===== src/rtl/demux_stream.sv =====
// Registered 1-to-2 stream demultiplexer: in_sel steers each input word into
// lane A or lane B, each backed by its own DEPTH-entry FIFO.
module demux_stream #(
  parameter int unsigned W     = 2,
  parameter int unsigned DEPTH = 2,
  parameter int unsigned CW    = $clog2(DEPTH + 1)
) (
  input  logic          clk,
  input  logic          rst,
  input  logic [W-1:0]  in_data,
  input  logic          in_sel,
  input  logic          in_valid,
  output logic          in_ready,
  output logic [W-1:0]  a_data,
  output logic          a_valid,
  input  logic          a_ready,
  output logic [CW-1:0] a_count,
  output logic [W-1:0]  b_data,
  output logic          b_valid,
  input  logic          b_ready,
  output logic [CW-1:0] b_count
);

  localparam int unsigned PW = (DEPTH > 1) ? $clog2(DEPTH) : 1;
  localparam logic [CW-1:0] Full    = CW'(DEPTH);
  localparam logic [PW-1:0] LastPtr = PW'(DEPTH - 1);

  // Index 0 is lane A, index 1 is lane B.
  logic [W-1:0]  mem_q    [2][DEPTH];
  logic [W-1:0]  mem_d    [2][DEPTH];
  logic [PW-1:0] wr_ptr_q [2];
  logic [PW-1:0] wr_ptr_d [2];
  logic [PW-1:0] rd_ptr_q [2];
  logic [PW-1:0] rd_ptr_d [2];
  logic [CW-1:0] count_q  [2];
  logic [CW-1:0] count_d  [2];

  logic [1:0] full;
  logic [1:0] valid;
  logic [1:0] push;
  logic [1:0] pop;

  function automatic logic [PW-1:0] ptr_inc(input logic [PW-1:0] p);
    return (p == LastPtr) ? '0 : p + 1'b1;
  endfunction

  assign full[0]  = (count_q[0] == Full);
  assign full[1]  = (count_q[1] == Full);
  assign valid[0] = (count_q[0] != '0);
  assign valid[1] = (count_q[1] != '0);

  // Only the selected lane's full flag matters; a pop this cycle does not free space.
  assign in_ready = !rst && !full[in_sel];
  assign push[0]  = in_valid && in_ready && !in_sel;
  assign push[1]  = in_valid && in_ready && in_sel;
  assign pop[0]   = valid[0] && a_ready;
  assign pop[1]   = valid[1] && b_ready;

  always_comb begin
    mem_d    = mem_q;
    wr_ptr_d = wr_ptr_q;
    rd_ptr_d = rd_ptr_q;
    count_d  = count_q;
    for (int l = 0; l < 2; l++) begin
      if (push[l]) begin
        mem_d[l][wr_ptr_q[l]] = in_data;
        wr_ptr_d[l]           = ptr_inc(wr_ptr_q[l]);
      end
      if (pop[l]) begin
        rd_ptr_d[l] = ptr_inc(rd_ptr_q[l]);
      end
      case ({push[l], pop[l]})
        2'b10:   count_d[l] = count_q[l] + 1'b1;
        2'b01:   count_d[l] = count_q[l] - 1'b1;
        default: count_d[l] = count_q[l];
      endcase
    end
  end

  always_ff @(posedge clk) begin
    if (rst) begin
      wr_ptr_q <= '{default: '0};
      rd_ptr_q <= '{default: '0};
      count_q  <= '{default: '0};
    end else begin
      wr_ptr_q <= wr_ptr_d;
      rd_ptr_q <= rd_ptr_d;
      count_q  <= count_d;
    end
  end

  // Storage carries no reset; push is already gated off while rst is high.
  always_ff @(posedge clk) begin
    mem_q <= mem_d;
  end

  assign a_data  = mem_q[0][rd_ptr_q[0]];
  assign b_data  = mem_q[1][rd_ptr_q[1]];
  assign a_valid = valid[0];
  assign b_valid = valid[1];
  assign a_count = count_q[0];
  assign b_count = count_q[1];

endmodule


===== config.mk =====
export PLATFORM = sky130hd
export DESIGN_NAME = demux_stream
export DESIGN_NICKNAME = d
export VERILOG_FILES = /design/src/rtl/demux_stream.sv
export SDC_FILE = /design/constraint.sdc
export NUM_CORES = 1
export LEC_CHECK = 0
export ABC_CLOCK_PERIOD_IN_PS = 3300
export CORE_MARGIN = 1
export CORE_UTILIZATION = 49
export DETAILED_ROUTE_END_ITERATION = 8
export PLACE_DENSITY = 0.81
export SLEW_MARGIN = 20
export SYNTH_ARGS = -nofsm -noshare
export SYNTH_HDL_FRONTEND = slang
export SYNTH_SLANG_ARGS = --single-unit
export TNS_END_PERCENT = 5

===== constraint.sdc =====
create_clock -name clk -period 3.3 [get_ports clk]
set_clock_uncertainty 0.05 [all_clocks]
set_input_delay 0.33 -clock clk [delete_from_list [all_inputs] [get_ports clk]]
set_output_delay 0.33 -clock clk [all_outputs]
set_load 0.05 [all_outputs]

# ---- Word-level counts from Yosys, hierarchy flattened
# Index checks and enable logic that the tools add are counted.
dict set report word_totals {
  word_cells 70
  reg_bits 16
  output_inout_bits 11
}
dict set report classes {
  n_bitwise 4
  add_sub_neg 8
  order_cmp 7
  n_reduce_logical 15
  muxes 20
  eq_ne 6
}
# operator count
set ops {}
lappend ops {{2-bit 2-to-1 mux} 8}
lappend ops {{4-bit bitwise mux} 2}
lappend ops {{2-bit == test, second input constant} 4}
lappend ops {{2-bit greater-or-equal comparator, second input constant} 4}
lappend ops {{1-bit logical AND} 8}
lappend ops {{1-bit NOT with 2-bit output} 4}
lappend ops {{2-bit one-hot mux with 2 select lines} 2}
lappend ops {{2-bit nonzero test} 4}
lappend ops {{1-bit 2-to-1 mux} 6}
lappend ops {{1-bit adder, second input constant} 4}
lappend ops {{2-bit by 1-bit adder with 2-bit output, second input constant} 2}
lappend ops {{2-bit demux with 1-bit select} 2}
lappend ops {{2-bit by 1-bit == test with 1-bit output, second input constant} 2}
lappend ops {{2-bit by 1-bit less-than comparator with 1-bit output, second input constant} 2}
lappend ops {{2-bit by 1-bit subtractor with 2-bit output, second input constant} 2}
lappend ops {{1-bit zero test} 3}
lappend ops {{1-bit by 2-bit less-than comparator with 1-bit output, second input constant} 1}

# ---- Depth between registers and ports, before layout
dict set report depth {
  word_depth 9
  depth_mapped 7
  depth_no_buf 6
}

# ---- Worst setup path after synthesis
# No wires, ideal clock.
dict set report synth_timing {
  kind {register -> output}
  startpoint {register count_q, in the netlist a_count[0]}
  endpoint {output in_ready}
  t_required_ns 2.920
  stages_incl_launch_ff 4
  slack_ns 1.166
  path_buffers 0
  arrival_ns 1.754
  cell_sequence {dfxtp_1 -> nand2b_1 -> nand2_1 -> a21oi_1}
}
dict set report synth_between {
  elab_chain_len 5
}
# item line
set synth_lines {}
lappend synth_lines {{start: declaration} 35} ;# logic [CW-1:0] count_q [2];
lappend synth_lines {{start signal: assignment} 88} ;# count_q <= count_d;
lappend synth_lines {{2-bit == test} 47} ;# assign full[0] = (count_q[0] == Full);
lappend synth_lines {{1-bit 2-to-1 mux (implied by the code) (2 in series)} 53} ;# assign in_ready = !rst && !full[in_sel];
lappend synth_lines {{1-bit zero test} 53}
lappend synth_lines {{1-bit logical AND} 53}
lappend synth_lines {{end: declaration} 13} ;# output logic in_ready,
# Every way passes these cells. The select of a mux whose other input is x is not followed.

# ---- Final worst setup path
dict set report layout_timing {
  startpoint {input rst}
  endpoint {output in_ready}
}
dict set report layout_between {
  elab_chain_len 2
}
# item line
set layout_lines {}
lappend layout_lines {{start: declaration} 9} ;# input logic rst,
lappend layout_lines {{1-bit zero test} 53}
lappend layout_lines {{1-bit logical AND} 53}
# Every way passes these cells.

==> run_summary.xml <==
<?xml version="1.0" encoding="UTF-8"?>
<metrics>
  <group name="cts">
    <metric name="clockBufferDepth" unit="">2</metric>
    <metric name="post_cts_buffers" unit="">0</metric>
    <metric name="cts.reportedPaths.clkPinSlew" unit="ns">0.09</metric>
    <metric name="latest_clock_arrival_within_the_worst_skew_pair" unit="ns">0.27</metric>
    <metric name="cts.hold.buffers_added" unit="">0</metric>
    <metric name="cts.sinks" unit="">16</metric>
    <metric name="htreeDepth" unit="">1</metric>
    <metric name="tritoncts" unit="">done</metric>
    <metric name="cts_root_buffer" unit="">sky130_fd_sc_hd__clkbuf_4</metric>
    <metric name="numCtsBuffers" unit="">3</metric>
    <metric name="post_cts.resized_instances" unit="">0</metric>
  </group>
  <group name="yosys">
    <metric name="synth_fp_nets" unit="">72</metric>
    <metric name="synthesis.area_per_instance" unit="µm²">11.3</metric>
    <metric name="seq_area_frac_synth" unit="%">57.0</metric>
    <metric name="yosysWarnings" unit="">0</metric>
    <metric name="syn_inst" unit="">62</metric>
    <metric name="yosys.cell_types.count" unit="">20</metric>
    <metric name="synth.cell_area" unit="µm²">702</metric>
    <metric name="synth_seq_cells" unit="">16</metric>
  </group>
  <group name="global_route">
    <metric name="grt_pass1_vias" unit="">412</metric>
    <metric name="grt_overflow_total" unit="">0</metric>
    <metric name="grt.total_usage" unit="%">16.2</metric>
    <metric name="grt_antenna_before_repair" unit="">0</metric>
    <metric name="global_route_wire_length_before_repair" unit="mm">1.66</metric>
    <metric name="grt_max_degree" unit="">11</metric>
  </group>
  <group name="cells_and_area">
    <metric name="final_cell_count_no_fill" unit="">98</metric>
    <metric name="final_net_count" unit="">94</metric>
    <metric name="layout_commonest_cell" unit="">sky130_fd_sc_hd__clkdlybuf4s50_1</metric>
    <metric name="flow.area_growth_from_synthesis" unit="%">33.0</metric>
    <metric name="n_antenna_cell" unit="">0</metric>
    <metric name="layout_cell_share_with_drive_strength_beyond_1" unit="%">14.5</metric>
    <metric name="share_of_the_core_filled_with_cells" unit="%">70.8</metric>
    <metric name="most-common-layout-cells" unit="">18 x sky130_fd_sc_hd__clkdlybuf4s50_1, 8 x sky130_fd_sc_hd__nor2_1, 8 x sky130_fd_sc_hd__dfxtp_1, 8 x sky130_fd_sc_hd__edfxtp_1</metric>
  </group>
  <group name="critical_path">
    <metric name="critical_path_arrival" unit="ns">1.94</metric>
    <metric name="worst-endpoint-required" unit="ns">2.92</metric>
    <metric name="reg2regPathDepth" unit="">5</metric>
    <metric name="reg2reg_setup_slack" unit="ns">1.53</metric>
    <metric name="worst-path-max-fanout" unit="">10</metric>
    <metric name="setup.worst_path.start_class" unit="">primary input</metric>
    <metric name="timing.setup.critical_path_class" unit="">in2out</metric>
    <metric name="end_kind" unit="">primary output</metric>
  </group>
  <group name="flow_run">
    <metric name="cap_viol_max_count" unit="">0</metric>
  </group>
  <group name="route">
    <metric name="drtPass1Iterations" unit="">4</metric>
    <metric name="antenna_violating_nets_post_route" unit="">0</metric>
    <metric name="dr_total_vias" unit="">498</metric>
    <metric name="drt_iter0_drc" unit="">12</metric>
    <metric name="drt_drc_violations_left" unit="">0</metric>
    <metric name="routed_wire_per_std_cell" unit="µm">11.4</metric>
    <metric name="via_per_inst" unit="">5.08</metric>
    <metric name="detail_route.wirelength" unit="mm">1.12</metric>
  </group>
  <group name="floorplanning">
    <metric name="design.die.area" unit="µm²">1590</metric>
    <metric name="starting_density_of_the_core" unit="%">53.3</metric>
    <metric name="die_y" unit="µm">39.9</metric>
    <metric name="placement_rows" unit="">13</metric>
    <metric name="core-area" unit="µm²">1320</metric>
    <metric name="die_w" unit="µm">39.9</metric>
    <metric name="boundary_pin_count" unit="">19</metric>
  </group>
  <group name="timing">
    <metric name="worst_max_slew_margin_expressed_relative_to_the_limit" unit="%">67.1</metric>
    <metric name="setup_repair_after_global_routing_missed_its_margin" unit="">false</metric>
    <metric name="totalNegativeSetupSlack" unit="ns">0</metric>
    <metric name="maxClockFrequency" unit="MHz">432</metric>
    <metric name="tightest_slew" unit="ns">0.492</metric>
    <metric name="finalCritPeriodShare" unit="%">70.2</metric>
    <metric name="setup_viol_count_final" unit="">0</metric>
    <metric name="timing.final.max_slew_violations" unit="">0</metric>
    <metric name="final_period_minus_worst_setup_slack" unit="ns">2.32</metric>
    <metric name="hold_violation_total_from_the_final_report" unit="">0</metric>
  </group>
  <group name="power_and_ir_drop">
    <metric name="leakage" unit="µW">0.000339</metric>
    <metric name="ir_drop" unit="mV">0.447</metric>
    <metric name="cellPowerDensity" unit="nW/µm²">644</metric>
  </group>
  <group name="hold_path">
    <metric name="whs_path_cells" unit="">1</metric>
    <metric name="hold_path.class" unit="">reg2reg</metric>
  </group>
  <group name="placed_design">
    <metric name="globalplace.congestion" unit="">0.670</metric>
    <metric name="place_hpwl" unit="µm">848</metric>
    <metric name="placed_cells_incl_taps" unit="">94</metric>
    <metric name="place.port_buffers" unit="">18</metric>
  </group>
  <group name="status">
    <metric name="status" unit="">finished clean</metric>
  </group>
</metrics>
==> critical path, cell delays in order <==
cell	delay, ns
sky130_fd_sc_hd__clkdlybuf4s50_1	0.58
sky130_fd_sc_hd__a21oi_1	0.20
sky130_fd_sc_hd__clkdlybuf4s50_1	0.82
==> final timing paths <==
kind | from | end
min reg2reg | wr_ptr_q[1]$_SDFFE_PP0P_ | wr_ptr_q[1]$_SDFFE_PP0P_
max reg2reg | a_count[0]$_SDFFE_PP0P_ | a_count[1]$_SDFFE_PP0P_
max | rst | in_ready
min | wr_ptr_q[1]$_SDFFE_PP0P_ | wr_ptr_q[1]$_SDFFE_PP0P_
==> cell usage after synthesis (all sizes together) <==
cell | count | share of area, %
o21ai | 4 | 2.9
or2 | 2 | 1.8
clkbuf | 1 | 0.53
nand3 | 2 | 1.4
or3 | 2 | 1.8
mux2 | 4 | 6.4
nor2b | 1 | 0.89
nand2b | 2 | 1.8
dfxtp | 8 | 23
xor2 | 2 | 2.5
edfxtp | 8 | 34
inv | 3 | 1.6
a21oi | 3 | 2.1
nor2 | 8 | 4.3
xnor2 | 4 | 5.0
ha | 2 | 3.6
a311o | 2 | 2.9
o21a | 2 | 2.5
nand2 | 2 | 1.1
==> logic make-up (layout without fill, tap and decap cells) <==
kind of cell	count (synthesis)	in the layout	synth area share, %
buf+inv	4	25	2.14
mux	4	4	6.42
xor+xnor	6	6	7.49
simple gates	19	19	13.0
compound gates	11	11	10.3
flops	16	16	57.0
fa+ha+maj	2	2	3.56
==> cell type report <==
| cell class | instances | area (µm²) |
|---|---|---|
| Sequential cell | 16 | 400 |
| Tap cell | 15 | 18.8 |
| Timing Repair Buffer | 18 | 180 |
| Fill cell | 103 | 384 |
| Clock buffer | 4 | 36.3 |
| Multi-Input combinational cell | 42 | 287 |
| Inverter | 3 | 11.3 |
==> registers in the layout (all words and copies together) (netlist names) <==
| name | cells |
|---|---|
| b_count | 2 |
| wr_ptr_q | 2 |
| rd_ptr_q | 2 |
| mem_q | 8 |
| a_count | 2 |
==> through the flow <==
stage / cell area [µm²] / worst slack (ns) / hold WS (ns) / power (µW)
2_1_floorplan: 702 / 1.17 / 0.379 / 413
5_1_grt: 933 / 0.864 / 0.444 / 628
6_report: 933 / 0.983 / 0.418 / 601
3_3_place_gp: 897 / 1.01 / 0.398 / 478
4_1_cts: 933 / 0.979 / 0.419 / 605
3_5_place_dp: 897 / 0.968 / 0.404 / 481
==> routing by layer <==
metal  vias up  global-route usage, %  part of all wire [%]
li1        257                      -                     -
met1       225                   20.9                    49
met2        16                   25.4                    46
met3         0                   3.41                   5.1
met4         0                   7.76                     0
met5         -                      0                     0
==> power breakdown <==
group | total (µW) | internal (µW) | switching (µW)
Combinational | 228 | 93.5 | 135
Clock | 123 | 66.9 | 56.5
Sequential | 249 | 227 | 21.4
(Power assumes the default switching activity.)
